**config.mk**
```make
export PLATFORM = sky130hd
export DESIGN_NAME = seg_scan_ctrl_flat
export DESIGN_NICKNAME = d
export VERILOG_FILES = /design/src/rtl/seg_scan_ctrl_if.sv /design/src/rtl/seg_scan_ctrl.sv /design/src/flat_wrapper.sv
export SDC_FILE = /design/constraint.sdc
export NUM_CORES = 1
export LEC_CHECK = 0
export ABC_AREA = 1
export BUFFER_PORTS_ARGS = -buffer_cell sky130_fd_sc_hd__buf_2
export CORE_MARGIN = 1.5
export CORE_UTILIZATION = 39
export CTS_CLUSTER_DIAMETER = 40
export DETAILED_ROUTE_END_ITERATION = 10
export PLACE_DENSITY = 0.68
export SLEW_MARGIN = 20
export SYNTH_ARGS = -nofsm -noshare
export SYNTH_HDL_FRONTEND = slang
export SYNTH_SLANG_ARGS = --single-unit
```
**constraint.sdc**
```tcl
create_clock -name clk -period 2.55 [get_ports clk]
set_input_delay 0.255 -clock clk [delete_from_list [all_inputs] [get_ports clk]]
set_output_delay 0.255 -clock clk [all_outputs]
set_load 0.05 [all_outputs]
```
**src/rtl/seg_scan_ctrl_if.sv**
```systemverilog
// rtl/seg_scan_ctrl_if.sv - value-producer / display-pin bundle for seg_scan_ctrl
interface seg_scan_ctrl_if;
    logic        enable;
    logic [15:0] data;
    logic [3:0]  brightness;
    logic        blank_zeros;
    logic [3:0]  anodes;
    logic [6:0]  segments;
    logic        frame_done;

    modport master (
        output enable, data, brightness, blank_zeros,
        input  anodes, segments, frame_done
    );

    modport slave (
        input  enable, data, brightness, blank_zeros,
        output anodes, segments, frame_done
    );
endinterface

```
**src/rtl/seg_scan_ctrl.sv**
```systemverilog
// rtl/seg_scan_ctrl.sv - four-digit 7-segment scan controller with blanking, PWM and frame latching
module seg_scan_ctrl #(
    parameter int TICK_DIV    = 1024,
    parameter int BLANK_TICKS = 2
) (
    input  logic           clk,
    input  logic           rst,
    seg_scan_ctrl_if.slave bus
);
    localparam int PW = $clog2(TICK_DIV);
    localparam int BW = $clog2(BLANK_TICKS + 1);
    localparam logic [PW-1:0] PRESC_LAST = PW'(TICK_DIV - 1);
    localparam logic [BW-1:0] BLANK_LAST = BW'(BLANK_TICKS - 1);

    typedef enum logic [1:0] {S_IDLE, S_BLANK, S_ON} state_t;

    state_t        state_q, state_n;
    logic [PW-1:0] presc_q, presc_n;
    logic [BW-1:0] bcnt_q, bcnt_n;
    logic [3:0]    phase_q, phase_n;
    logic [1:0]    idx_q, idx_n;
    logic [15:0]   shadow_q, shadow_n;
    logic          bz_q, bz_n;
    logic [3:0]    bright_q, bright_n;
    logic [3:0]    anodes_q, anodes_n;
    logic [6:0]    segments_q, segments_n;
    logic          frame_done_q, frame_done_n;
    logic          tick;
    logic          supp_n;

    function automatic logic [6:0] seg_decode(input logic [3:0] nib);
        case (nib)
            4'h0: return 7'h7E;  4'h1: return 7'h30;  4'h2: return 7'h6D;  4'h3: return 7'h79;
            4'h4: return 7'h33;  4'h5: return 7'h5B;  4'h6: return 7'h5F;  4'h7: return 7'h70;
            4'h8: return 7'h7F;  4'h9: return 7'h7B;  4'hA: return 7'h77;  4'hB: return 7'h1F;
            4'hC: return 7'h4E;  4'hD: return 7'h3D;  4'hE: return 7'h4F;  default: return 7'h47;
        endcase
    endfunction

    // A digit is a leading zero when it and every digit to its left are zero.
    function automatic logic is_suppressed(input logic [1:0] idx, input logic [15:0] sh, input logic bz);
        logic lead_zero;
        case (idx)
            2'd3:    lead_zero = (sh[15:12] == 4'h0);
            2'd2:    lead_zero = (sh[15:8] == 8'h00);
            2'd1:    lead_zero = (sh[15:4] == 12'h000);
            default: lead_zero = 1'b0;
        endcase
        return bz && lead_zero;
    endfunction

    assign tick = (presc_q == PRESC_LAST);

    always_comb begin
        state_n  = state_q;
        presc_n  = presc_q;
        bcnt_n   = bcnt_q;
        phase_n  = phase_q;
        idx_n    = idx_q;
        shadow_n = shadow_q;
        bz_n     = bz_q;
        bright_n = bright_q;

        if (!bus.enable) begin
            state_n = S_IDLE;
            presc_n = '0;
            bcnt_n  = '0;
            phase_n = 4'd0;
            idx_n   = 2'd3;
        end else begin
            case (state_q)
                S_IDLE: begin
                    state_n  = S_BLANK;
                    presc_n  = '0;
                    bcnt_n   = '0;
                    phase_n  = 4'd0;
                    idx_n    = 2'd3;
                    shadow_n = bus.data;
                    bz_n     = bus.blank_zeros;
                end
                S_BLANK: begin
                    presc_n = tick ? '0 : presc_q + PW'(1);
                    if (tick) begin
                        if (bcnt_q == BLANK_LAST) begin
                            state_n  = S_ON;
                            bcnt_n   = '0;
                            phase_n  = 4'd0;
                            bright_n = bus.brightness;
                        end else begin
                            bcnt_n = bcnt_q + BW'(1);
                        end
                    end
                end
                S_ON: begin
                    presc_n = tick ? '0 : presc_q + PW'(1);
                    if (tick) begin
                        if (phase_q == 4'hF) begin
                            state_n = S_BLANK;
                            phase_n = 4'd0;
                            if (idx_q == 2'd0) begin
                                idx_n    = 2'd3;
                                shadow_n = bus.data;
                                bz_n     = bus.blank_zeros;
                            end else begin
                                idx_n = idx_q - 2'd1;
                            end
                        end else begin
                            phase_n = phase_q + 4'd1;
                        end
                    end
                end
                default: state_n = S_IDLE;
            endcase
        end

        // Outputs are registered from the next-state view so they move on the same edge as the state.
        supp_n       = is_suppressed(idx_n, shadow_n, bz_n);
        anodes_n     = (state_n == S_ON && phase_n < bright_n && !supp_n) ? (4'b0001 << idx_n) : 4'b0000;
        segments_n   = (state_n == S_IDLE || supp_n) ? 7'h00 : seg_decode(shadow_n[{idx_n, 2'b00} +: 4]);
        frame_done_n = (state_n == S_ON) && (idx_n == 2'd0) && (phase_n == 4'hF) && (presc_n == PRESC_LAST);
    end

    always_ff @(posedge clk or posedge rst) begin
        if (rst) begin
            state_q      <= S_IDLE;
            presc_q      <= '0;
            bcnt_q       <= '0;
            phase_q      <= 4'd0;
            idx_q        <= 2'd3;
            shadow_q     <= 16'h0000;
            bz_q         <= 1'b0;
            bright_q     <= 4'd0;
            anodes_q     <= 4'b0000;
            segments_q   <= 7'h00;
            frame_done_q <= 1'b0;
        end else begin
            state_q      <= state_n;
            presc_q      <= presc_n;
            bcnt_q       <= bcnt_n;
            phase_q      <= phase_n;
            idx_q        <= idx_n;
            shadow_q     <= shadow_n;
            bz_q         <= bz_n;
            bright_q     <= bright_n;
            anodes_q     <= anodes_n;
            segments_q   <= segments_n;
            frame_done_q <= frame_done_n;
        end
    end

    assign bus.anodes     = anodes_q;
    assign bus.segments   = segments_q;
    assign bus.frame_done = frame_done_q;
endmodule

```
**src/flat_wrapper.sv**
```systemverilog
// flat-port wrapper written by rule: the top's interface ports become plain ports
module seg_scan_ctrl_flat 
#(
    parameter int TICK_DIV    = 1024,
    parameter int BLANK_TICKS = 2
)
  (clk, rst, bus_enable, bus_data, bus_brightness, bus_blank_zeros, bus_anodes, bus_segments, bus_frame_done);
  seg_scan_ctrl_if bus_i ();
  input  logic clk;
  input  logic rst;
  input wire logic [$bits(bus_i.enable)-1:0] bus_enable;
  input wire logic [$bits(bus_i.data)-1:0] bus_data;
  input wire logic [$bits(bus_i.brightness)-1:0] bus_brightness;
  input wire logic [$bits(bus_i.blank_zeros)-1:0] bus_blank_zeros;
  output wire logic [$bits(bus_i.anodes)-1:0] bus_anodes;
  output wire logic [$bits(bus_i.segments)-1:0] bus_segments;
  output wire logic [$bits(bus_i.frame_done)-1:0] bus_frame_done;
  assign bus_i.enable = bus_enable;
  assign bus_i.data = bus_data;
  assign bus_i.brightness = bus_brightness;
  assign bus_i.blank_zeros = bus_blank_zeros;
  assign bus_anodes = bus_i.anodes;
  assign bus_segments = bus_i.segments;
  assign bus_frame_done = bus_i.frame_done;
  seg_scan_ctrl #(.TICK_DIV(TICK_DIV), .BLANK_TICKS(BLANK_TICKS)) u_core (.clk(clk), .rst(rst), .bus(bus_i));
endmodule
```
Yosys cells after proc, flatten, opt, wreduce, memory -nomap -nowiden:

Memories as Yosys holds them, arrays and structs flattened.
Index checks and enable logic that the tools add are counted.

* register bits after elaboration: 53
* memory bits (read-only): 112
* input port bits: 24
* output and inout port bits: 12
* word-level logic and storage cells: 90
* memories: 1

Memories
* (no name shown): words 16, bits a word 7, read ports 1, clocked after memory_dff 0, write ports 0, RTL line seg_scan_ctrl.sv:32 `case (nib)`

* add/sub/neg operators: 4
* $lt $le $gt $ge: 1
* equal/unequal tests: 13
* shift operators: 2
* multiplexer cells: 41
* reductions and logical operators: 17

Operators by type and width (number)
* two-way mux 16 bit: 4
* two-way mux 4 bit: 10
* case mux 16 bit (2 select lines): 1
* two-way mux 2 bit: 12
* == test 10 bit (second input constant): 2
* two-way mux 10 bit: 2
* case mux 10 bit (2 select lines): 1
* indexed part select 16 x 5 -> 4 bit: 1
* zero test 12 bit: 1
* case mux 4 bit (3 select lines): 1
* adder 10 x 1 -> 10 bit (second input constant): 1
* == test 2 bit (second input constant): 4
* == test 4 bit (second input constant): 2
* zero test 2 bit: 4
* zero test 8 bit: 1
* case mux 2 bit (2 select lines): 2
* two-way mux 7 bit: 1
* == test 2 x 1 -> 1 bit (second input constant): 3
* logical AND 1 bit: 6
* case mux 2 bit (3 select lines): 1
* adder 4 x 1 -> 4 bit (second input constant): 1
* zero test 4 bit: 1
* < comparator 4 bit: 1
* two-way mux 1 bit: 4
* other kinds (11): 11

Logic depth before layout (Yosys ltp):

Gate-level depths: netlist of the first run.

* depth in word-level cells: 12
* mapped depth: 21

Worst setup path before layout of the first run:

OpenSTA, ideal clock, no wires.

* path type: flip-flop to flip-flop
* start point: register u_core.state_q[1]
* end point: register u_core.segments_q[3] (netlist: u_core.bus.segments[3])
* library setup time: 0.118 ns
* data arrival time: 2.263 ns
* path slack: 0.169 ns
* cell stages (with the launch flop): 18
* path buffers: 1
* clock period less this slack: 2.381 ns
* path through: dfrtp_1 -> inv_1 -> ha_1 -> nor2_1 -> inv_1 -> clkbuf_1 -> nand3_1 -> a21oi_1 -> nand2_1 -> o21ai_0 -> nor2_2 -> inv_2 -> ha_1 -> inv_1 -> nand2_1 -> nand3_1 -> nand2_1 -> nor2_1

* cells in the longest elaborated chain, start to end: 8

Ends and longest elaborated chain
* from (decl): RTL line seg_scan_ctrl.sv:17 `state_t state_q, state_n;`
* from (signal assigned): RTL line seg_scan_ctrl.sv:137 `state_q <= state_n;`
* == test 2 bit or zero test 2 bit (tied branches): RTL line seg_scan_ctrl.sv:71 `case (state_q)`
* case mux 16 bit (2 select lines) (*): RTL line seg_scan_ctrl.sv:71
* two-way mux 16 bit (*): RTL line seg_scan_ctrl.sv:64 `if (!bus.enable) begin`
* named net u_core.shadow_n[8]: RTL line seg_scan_ctrl.sv:22 `logic [15:0] shadow_q, shadow_n;`
* parallel branches: the longest is 4 deep, another holds memory read (16 x 7 bit)
* two-way mux 7 bit (*): RTL line seg_scan_ctrl.sv:119 `segments_n = (state_n == S_IDLE || supp_n) ? 7'h00 : seg_decode(shadow_n[{idx_n, 2'b00} +: 4]);`
* named net u_core.segments_n[3]: RTL line seg_scan_ctrl.sv:26 `logic [6:0] segments_q, segments_n;`
* to (signal assigned): RTL line seg_scan_ctrl.sv:146 `segments_q <= segments_n;`
* to (decl): RTL line seg_scan_ctrl.sv:26

Mark *: on every way through the listed nets, which the timed path passes.
A chain may end at the register's enable or synchronous reset.

Worst setup path after layout of the first run:

* start point: register u_core.presc_q[1]
* end point: register u_core.segments_q[3] (netlist: u_core.bus.segments[3])

* cells in the longest elaborated chain, start to end: 9

Ends and longest elaborated chain
* from (decl): RTL line seg_scan_ctrl.sv:18 `logic [PW-1:0] presc_q, presc_n;`
* from (signal assigned): RTL line seg_scan_ctrl.sv:138 `presc_q <= presc_n;`
* == test 10 bit (*): RTL line seg_scan_ctrl.sv:52 `assign tick = (presc_q == PRESC_LAST);`
* two-way mux 2 bit (*): RTL line seg_scan_ctrl.sv:96 `if (tick) begin`
* case mux 2 bit (2 select lines) (*): RTL line seg_scan_ctrl.sv:71
* two-way mux 2 bit (*): RTL line seg_scan_ctrl.sv:64
* named net u_core.idx_n[0]: RTL line seg_scan_ctrl.sv:21 `logic [1:0] idx_q, idx_n;`
* parallel branches: the longest is 4 deep, another holds memory read (16 x 7 bit)
* two-way mux 7 bit (*): RTL line seg_scan_ctrl.sv:119
* named net u_core.segments_n[3]: RTL line seg_scan_ctrl.sv:26

Marked as above.

==> results of run 1 <==
[synth_stat cells (all sizes together), types with 2 or more instances]
library cell,number
nor2,66
o21ai,17
inv,60
nor3,4
clkbuf,4
xor2,2
buf,3
nand4,5
nand2,145
o22ai,2
ha,17
dfstp,2
a31oi,2
nand3b,3
o21a,3
nand3,47
dfrtp,51
a221oi,2
a21oi,16
a22oi,2
[worst min-delay path: stages]
cell and delay, ps:
buf_2 100, inv_2 30, buf_4 560
[placed cells by master (no fill, tap or decap), types with 4 or more instances in the layout]
cell type and n:
o21ai_2 4, inv_1 47, nand2_2 26, nor2_1 48, o21ai_0 9, dfrtp_1 51
ha_4 5, clkbuf_8 5, buf_2 35, nand2_1 112, nand3_4 6, nand3_1 38
inv_2 12, a21oi_1 13, buf_6 5, ha_1 11, buf_4 49, nor2_4 11
nand2_4 7, nor2_2 5
[flip-flops by register name, indices dropped and copies added, names as in the netlist]
register	flops
u_core.shadow_q	16
u_core.presc_q	10
u_core.bus.segments	7
u_core.bright_q	4
u_core.bus.anodes	4
u_core.phase_q	4
u_core.bcnt_q	2
u_core.idx_q	2
u_core.state_q	2
u_core.bus.frame_done	1
u_core.bz_q	1
[stage by stage]
| step | instance area [um^2] | total power [uW] |
|---|---|---|
| 2_1_floorplan | 3485 | 1450 |
| 3_3_place_gp | 4044 | 1641 |
| 3_5_place_dp | 4044 | 1652 |
| 4_1_cts | 4169 | 2253 |
| 5_1_grt | 4573 | 2467 |
| 6_report | 4573 | 2339 |
[power by group]
group          total [uW]  switching, uW  internal [uW]
clock                 605            311            295
combinational         771            504            267
sequential            963           37.9            925
total                2340            852           1490
[worst max-delay path by stage]
stage / from / to / slack [ps] / depth (start not counted)
2_1_floorplan: u_core.state_q[1] / u_core.bus.segments[3] / 170 / 17
3_3_place_gp: u_core.idx_q[0] / u_core.bus.segments[6] / -7 / 20
3_5_place_dp: u_core.phase_q[0] / u_core.bus.segments[6] / -70 / 20
4_1_cts: u_core.phase_q[0] / u_core.bus.segments[3] / 0.1 / 20
5_1_grt: u_core.presc_q[1] / u_core.bus.segments[3] / -200 / 18
6_report: u_core.presc_q[1] / u_core.bus.segments[3] / -50 / 18
[per-layer routing]
layer | share of wire | wire length, um | GRT usage
met5 | 0 | 0 | 0
met4 | 0.019 | 175 | 0.05604
met3 | 0.043 | 396 | 0.02518
met2 | 0.48 | 4420 | 0.3093
met1 | 0.46 | 4277 | 0.2596
[what timing repair did]
item | CTS | global route
pin swaps | 0 | 37
setup endpoints to repair | 2 | 12
hold endpoints to repair | 0 | 0
resized for setup | 3 | 66
setup buffers | 0 | 16
[cell families after synthesis]
| family | count (synthesis) | share of synthesized area |
|---|---|---|
| buffers and inverters | 67 | 0.07504 |
| flip-flops | 53 | 0.3813 |
| adder cells (fa/ha/maj) | 17 | 0.06104 |
| AND/OR/NAND/NOR | 273 | 0.3917 |
| XOR/XNOR | 2 | 0.005028 |
| AO/OA/AOI/OAI | 48 | 0.08582 |
[area by class of cell]
type                    count  share of cell area
multi-input cells         340              0.4739
flip-flops and latches     53              0.2906
repair buffers             89              0.1311
inverters                  60             0.04979
well taps                 108             0.02955
clock buffers               5             0.01505
clock inverters             3             0.01012
==> run_results.csv, run 1 <==
group,metric,value,unit
yosys,seq_area_frac_synth,0.3813,
yosys,synthesis.area,3485,um^2
finish,syn2layout_area_growth,31.24,%
floorplan,dieArea,9511,um^2
worst_setup_path,critPathTopFamily,"simple AND/OR/NAND/NOR gates",
clocking,cts_tree,"done",
timing,tns,-63.84,ps
min_path,hold_class,"in2async",
yosys,syn_nets,501,
timing,max_freq,0.3852,GHz
finish,diodes,0,
clocking,cts-root-buf,"clkbuf_8",
timing,fin_ws,-46.36,ps
yosys,synth_top_area_cell,"dfrtp_1",
placed_design,portBuffers,35,
clocking,clockBufferDepth,2,
worst_setup_path,path_cells,"ha_4 > nand2_2 > nor2_2 > nand2_2 > nor2_8 > nand4_4 > nand3_4 > nand2_4 > buf_6 > o21ai_4 > nor2_4 > buf_6 > ha_2 > nand2_1 > nand2_1 > nand2_1 > nand2_1 > nor2_1",
finish,n_fill_cell,819,
worst_setup_path,worst_ep_arrival_time,2860,ps
global_route,grt_max_degree,54,
placed_design,dp_cells,634,
floorplan,initial_core_util,0.4015,
clocking,insertion_delay,320,ps
timing,slew_violations,0,
worst_setup_path,crit_path_max_incr_delay,410,ps
timing,worstMarginPinSlew,700.4,ps
detailed_routing,num_vias,3272,
finish,regArea,1329,um^2
floorplan,rows,34,
global_route,grt_pass1_vias,3181,
yosys,yosys_warnings,0,
timing,min_period,2596,ps
status,outcome,"finished, violations left",
detailed_routing,firstDrtPassIters,5,
timing,hold_violations,0,
worst_setup_path,reg2reg_from,"u_core.presc_q[1]",
clocking,htree_levels,2,
clocking,cts_buffers,5,
timing,finalCritPeriodShare,1.018,
power,power.leakage,0.002328,uW
detailed_routing,drc,0,
yosys,synth-seq-cells,53,
finish,finalNetCount,590,
timing,setup_violations,4,
placed_design,dp_slack,-69.96,ps
timing,grt_setup_unrepaired,"yes",
clocking,hold_buffers,0,
worst_setup_path,cpMostUsedCell,"nand2_1",
clocking,clkTransAtPathRegs,110,ps
run,maxCapViolations,0,
power,power-per-cell-area,511.5,nW/um^2
power,ir_worst_vdd,0.4190,mV
yosys,syn_inst,460,
worst_setup_path,worstPathMaxFanout,6,
global_route,antenna_found_initial,0,
yosys,synth.area.top_cells,"dfrtp_1, nand2_1, ha_1, nand3_1, nor2_1",
worst_setup_path,cp-start-kind,"register",
detailed_routing,drtAntennaViolNets,0,
yosys,synth_edf_count,0,
clocking,cts.sinks,53,
worst_setup_path,r2r_end,"u_core.bus.segments[3]",
yosys,ys.flop_type,"dfrtp_1",
global_route,grt_overflow_total,0,
finish,instances_no_fill,658,
finish,multiInputGateArea,2167,um^2
yosys,ys_types,42,
detailed_routing,routed_wl,9270,um
floorplan,die_width,97.53,um
timing,finClkSkew,12.54,ps
worst_setup_path,r2r_cells,18,
yosys,syn_area_per_cell,7.575,um^2
worst_setup_path,worstPathRequired,2810,ps
finish,drive_gt1_frac,0.3582,
worst_setup_path,rrSetupSlack,-50,ps
placed_design,gp_congestion,0.8821,
worst_setup_path,critPathSlowestCell,"dfrtp_1",
yosys,synth_top_area_frac,0.3662,
floorplan,core_area,8678,um^2
placed_design,dp_hpwl,6571,um
floorplan,ios,36,
yosys,async_reset_ff_frac,1.000,
detailed_routing,viasPerCell,4.973,
worst_setup_path,critPathBufInv,2,
detailed_routing,first_iter_violations,187,
detailed_routing,routedWlPerCell,14.09,um
worst_setup_path,cp-end-kind,"register",
finish,final_util,0.5270,
timing,max_slew_margin,0.5331,
timing,whs,112.6,ps
status,violations,"negative setup slack",
global_route,track_usage,0.1885,
floorplan,dieHeight,97.53,um
worst_setup_path,criticalPathCategory,"reg2reg",
global_route,grt_pass1_wl,14660,um
No activity file was read; power rests on OpenSTA's default activity.
==> run 2: changes to the inputs <==
- PLACE_DENSITY: 0.68 -> 0.66
- SETUP_SLACK_MARGIN: default -> 0.4
- clock period: 2.55 -> 2.7 ns (I/O delays scaled with it)
==> run_results.csv, run 2 (synthesized netlist as in run 1, its figures left out) <==
group,metric,value,unit
placed_design,dp_cells,611,
timing,setup_violations,0,
worst_setup_path,reg2reg_from,"u_core.idx_q[0]",
finish,finalNetCount,591,
global_route,antenna_found_initial,0,
run,maxCapViolations,0,
min_path,min_from,"bus_brightness[0]",
placed_design,dp_slack,31.14,ps
timing,min_period,2559,ps
clocking,cts.sinks,53,
timing,max_slew_margin,0.6811,
detailed_routing,firstDrtPassIters,6,
timing,tns,0,ps
placed_design,portBuffers,35,
clocking,clkTransAtPathRegs,100,ps
status,outcome,"finished clean",
power,clkPwrFrac,0.217,
finish,regMostFlops,"u_core.shadow_q",
detailed_routing,drc,0,
worst_setup_path,worst_ep_arrival_time,2780,ps
timing,max_freq,0.3908,GHz
power,power-per-cell-area,456.5,nW/um^2
worst_setup_path,path_cells,"inv_1 > ha_1 > inv_1 > nor2_1 > nand3_2 > nand2_1 > nand2_2 > nand2_1 > a21oi_1 > nand2_2 > nand2_2 > nor2_4 > buf_4 > buf_4 > buf_4 > nand2_1 > nand2_1 > nor2_1 > nor2_1",
floorplan,dieHeight,97.53,um
timing,slew_violations,0,
detailed_routing,drtAntennaViolNets,0,
finish,syn2layout_area_growth,34.08,%
worst_setup_path,cp-start-kind,"register",
finish,layout.cells.most_common,"nand2_1",
placed_design,dp_hpwl,6406,um
worst_setup_path,crit_path_max_incr_delay,580,ps
global_route,grt_max_degree,24,
finish,diodes,0,
timing,fin_ws,141.1,ps
power,switching_share,0.3810,
worst_setup_path,cp-end-kind,"register",
timing,finClkSkew,8.073,ps
finish,instances_no_fill,659,
finish,drive_gt1_frac,0.4029,
worst_setup_path,crit_path_start,"u_core.idx_q[0]",
global_route,grt_pass1_vias,3241,
global_route,grt_pass1_wl,15640,um
finish,layout_common_cells,"nand2_1, dfrtp_1, buf_4",
power,p_switching,812.5,uW
clocking,insertion_delay,320,ps
detailed_routing,num_vias,3348,
detailed_routing,first_iter_violations,172,
timing,worstMarginPinSlew,477.7,ps
worst_setup_path,cpMostUsedCell,"nand2_1",
power,totalPowerFinal,2133,uW
timing,grt_setup_unrepaired,"yes",
floorplan,ios,36,
clocking,cts_tree,"done",
floorplan,die_width,97.53,um
detailed_routing,routedWlPerCell,14.59,um
finish,largest_register_ffs,16,
global_route,track_usage,0.2016,
clocking,htree_levels,2,
clocking,cts_buffers,5,
worst_setup_path,criticalPathCategory,"reg2reg",
power,power.leakage,0.002354,uW
power,combPwrFrac,0.355,
timing,finalCritPeriodShare,0.9478,
power,p_int,1320,uW
timing,hold_violations,0,
detailed_routing,viasPerCell,5.080,
worst_setup_path,worstPathMaxFanout,5,
min_path,hold_class,"in2reg",
floorplan,rows,34,
power,ir_worst_vdd,0.2864,mV
power,seqPwrFrac,0.428,
global_route,grt_overflow_total,0,
worst_setup_path,critPathSlowestCell,"dfstp_2",
floorplan,dieArea,9511,um^2
worst_setup_path,worstPathRequired,2920,ps
clocking,clockBufferDepth,2,
floorplan,core_area,8678,um^2
floorplan,initial_core_util,0.4015,
clocking,cts-root-buf,"clkbuf_8",
placed_design,gp_congestion,0.8680,
detailed_routing,routed_wl,9613,um
-- run 2: changes by cell type in the layout (fill, tap and decap cells not counted), sizes merged --
| cell | previous run | this run |
|---|---|---|
| bufinv | 1 | 0 |
| clkinv | 1 | 2 |
| dlygate4sd3 | 0 | 1 |
-- run 2: layout make-up --
| cell class | instances | area [um^2] |
|---|---|---|
| multi-input cells | 340 | 2251 |
| flip-flops and latches | 53 | 1329 |
| clock inverters | 3 | 17.52 |
| inverters | 60 | 237.7 |
| clock buffers | 5 | 68.82 |
| fillers | 811 | 4006 |
| repair buffers | 90 | 633.1 |
| well taps | 108 | 135.1 |
-- run 2: final timing paths --
kind                                               end  slack, ps  cells past startpoint
worst max-delay path            u_core.bus.segments[5]        140                     19
worst min-delay path                u_core.bright_q[0]        190                      3
worst max register to register  u_core.bus.segments[5]        140                     19
worst min register to register      u_core.shadow_q[3]        500                      2
max in group asynchronous              u_core.idx_q[0]       1500                      4
min in group asynchronous            u_core.state_q[0]        500                      3
-- run 2: power by group through the flow --
stage	clock network [uW]	registers [uW]	logic, uW
2_1_floorplan	0	1000	374
3_3_place_gp	0	923	612
3_5_place_dp	0	926	615
4_1_cts	464	911	696
5_1_grt	491	924	832
6_report	463	914	756
-- run 2: critical path, delay by kind of cell, from the launching register on --
family / cells / cell delay, ps
AOI/OAI and AO/OA: 1 / 240
adders and majority gates: 1 / 190
buffers and inverters: 5 / 510
DFF: 1 / 580
and+or+nand+nor: 12 / 960
-- run 2: through the flow --
| stage | cell area, um^2 | hold WS, ps | utilization |
|---|---|---|---|
| after floorplan | 3498 | 406.3 | - |
| after global placement | 3881 | 318.0 | 0.4472 |
| after detailed placement | 3881 | 322.0 | 0.4472 |
| after CTS | 4424 | 190.7 | 0.5098 |
| after global routing | 4672 | 212.0 | 0.5384 |
| final | 4672 | 186.6 | 0.5384 |
-- run 2: per-layer routing --
metal  global-route usage  share of wire
met1               0.2867           0.47
met2               0.3275           0.48
met3              0.02302          0.034
met4              0.05055          0.016
met5                    0              0
-- run 2: repair_timing --
item,in CTS,in global routing
setup endpoints to repair,12,12
pin swaps,32,32
hold buffers,1,0
gates resized for setup,61,41
endpoints found under the hold margin,20,0
setup buffers,25,14
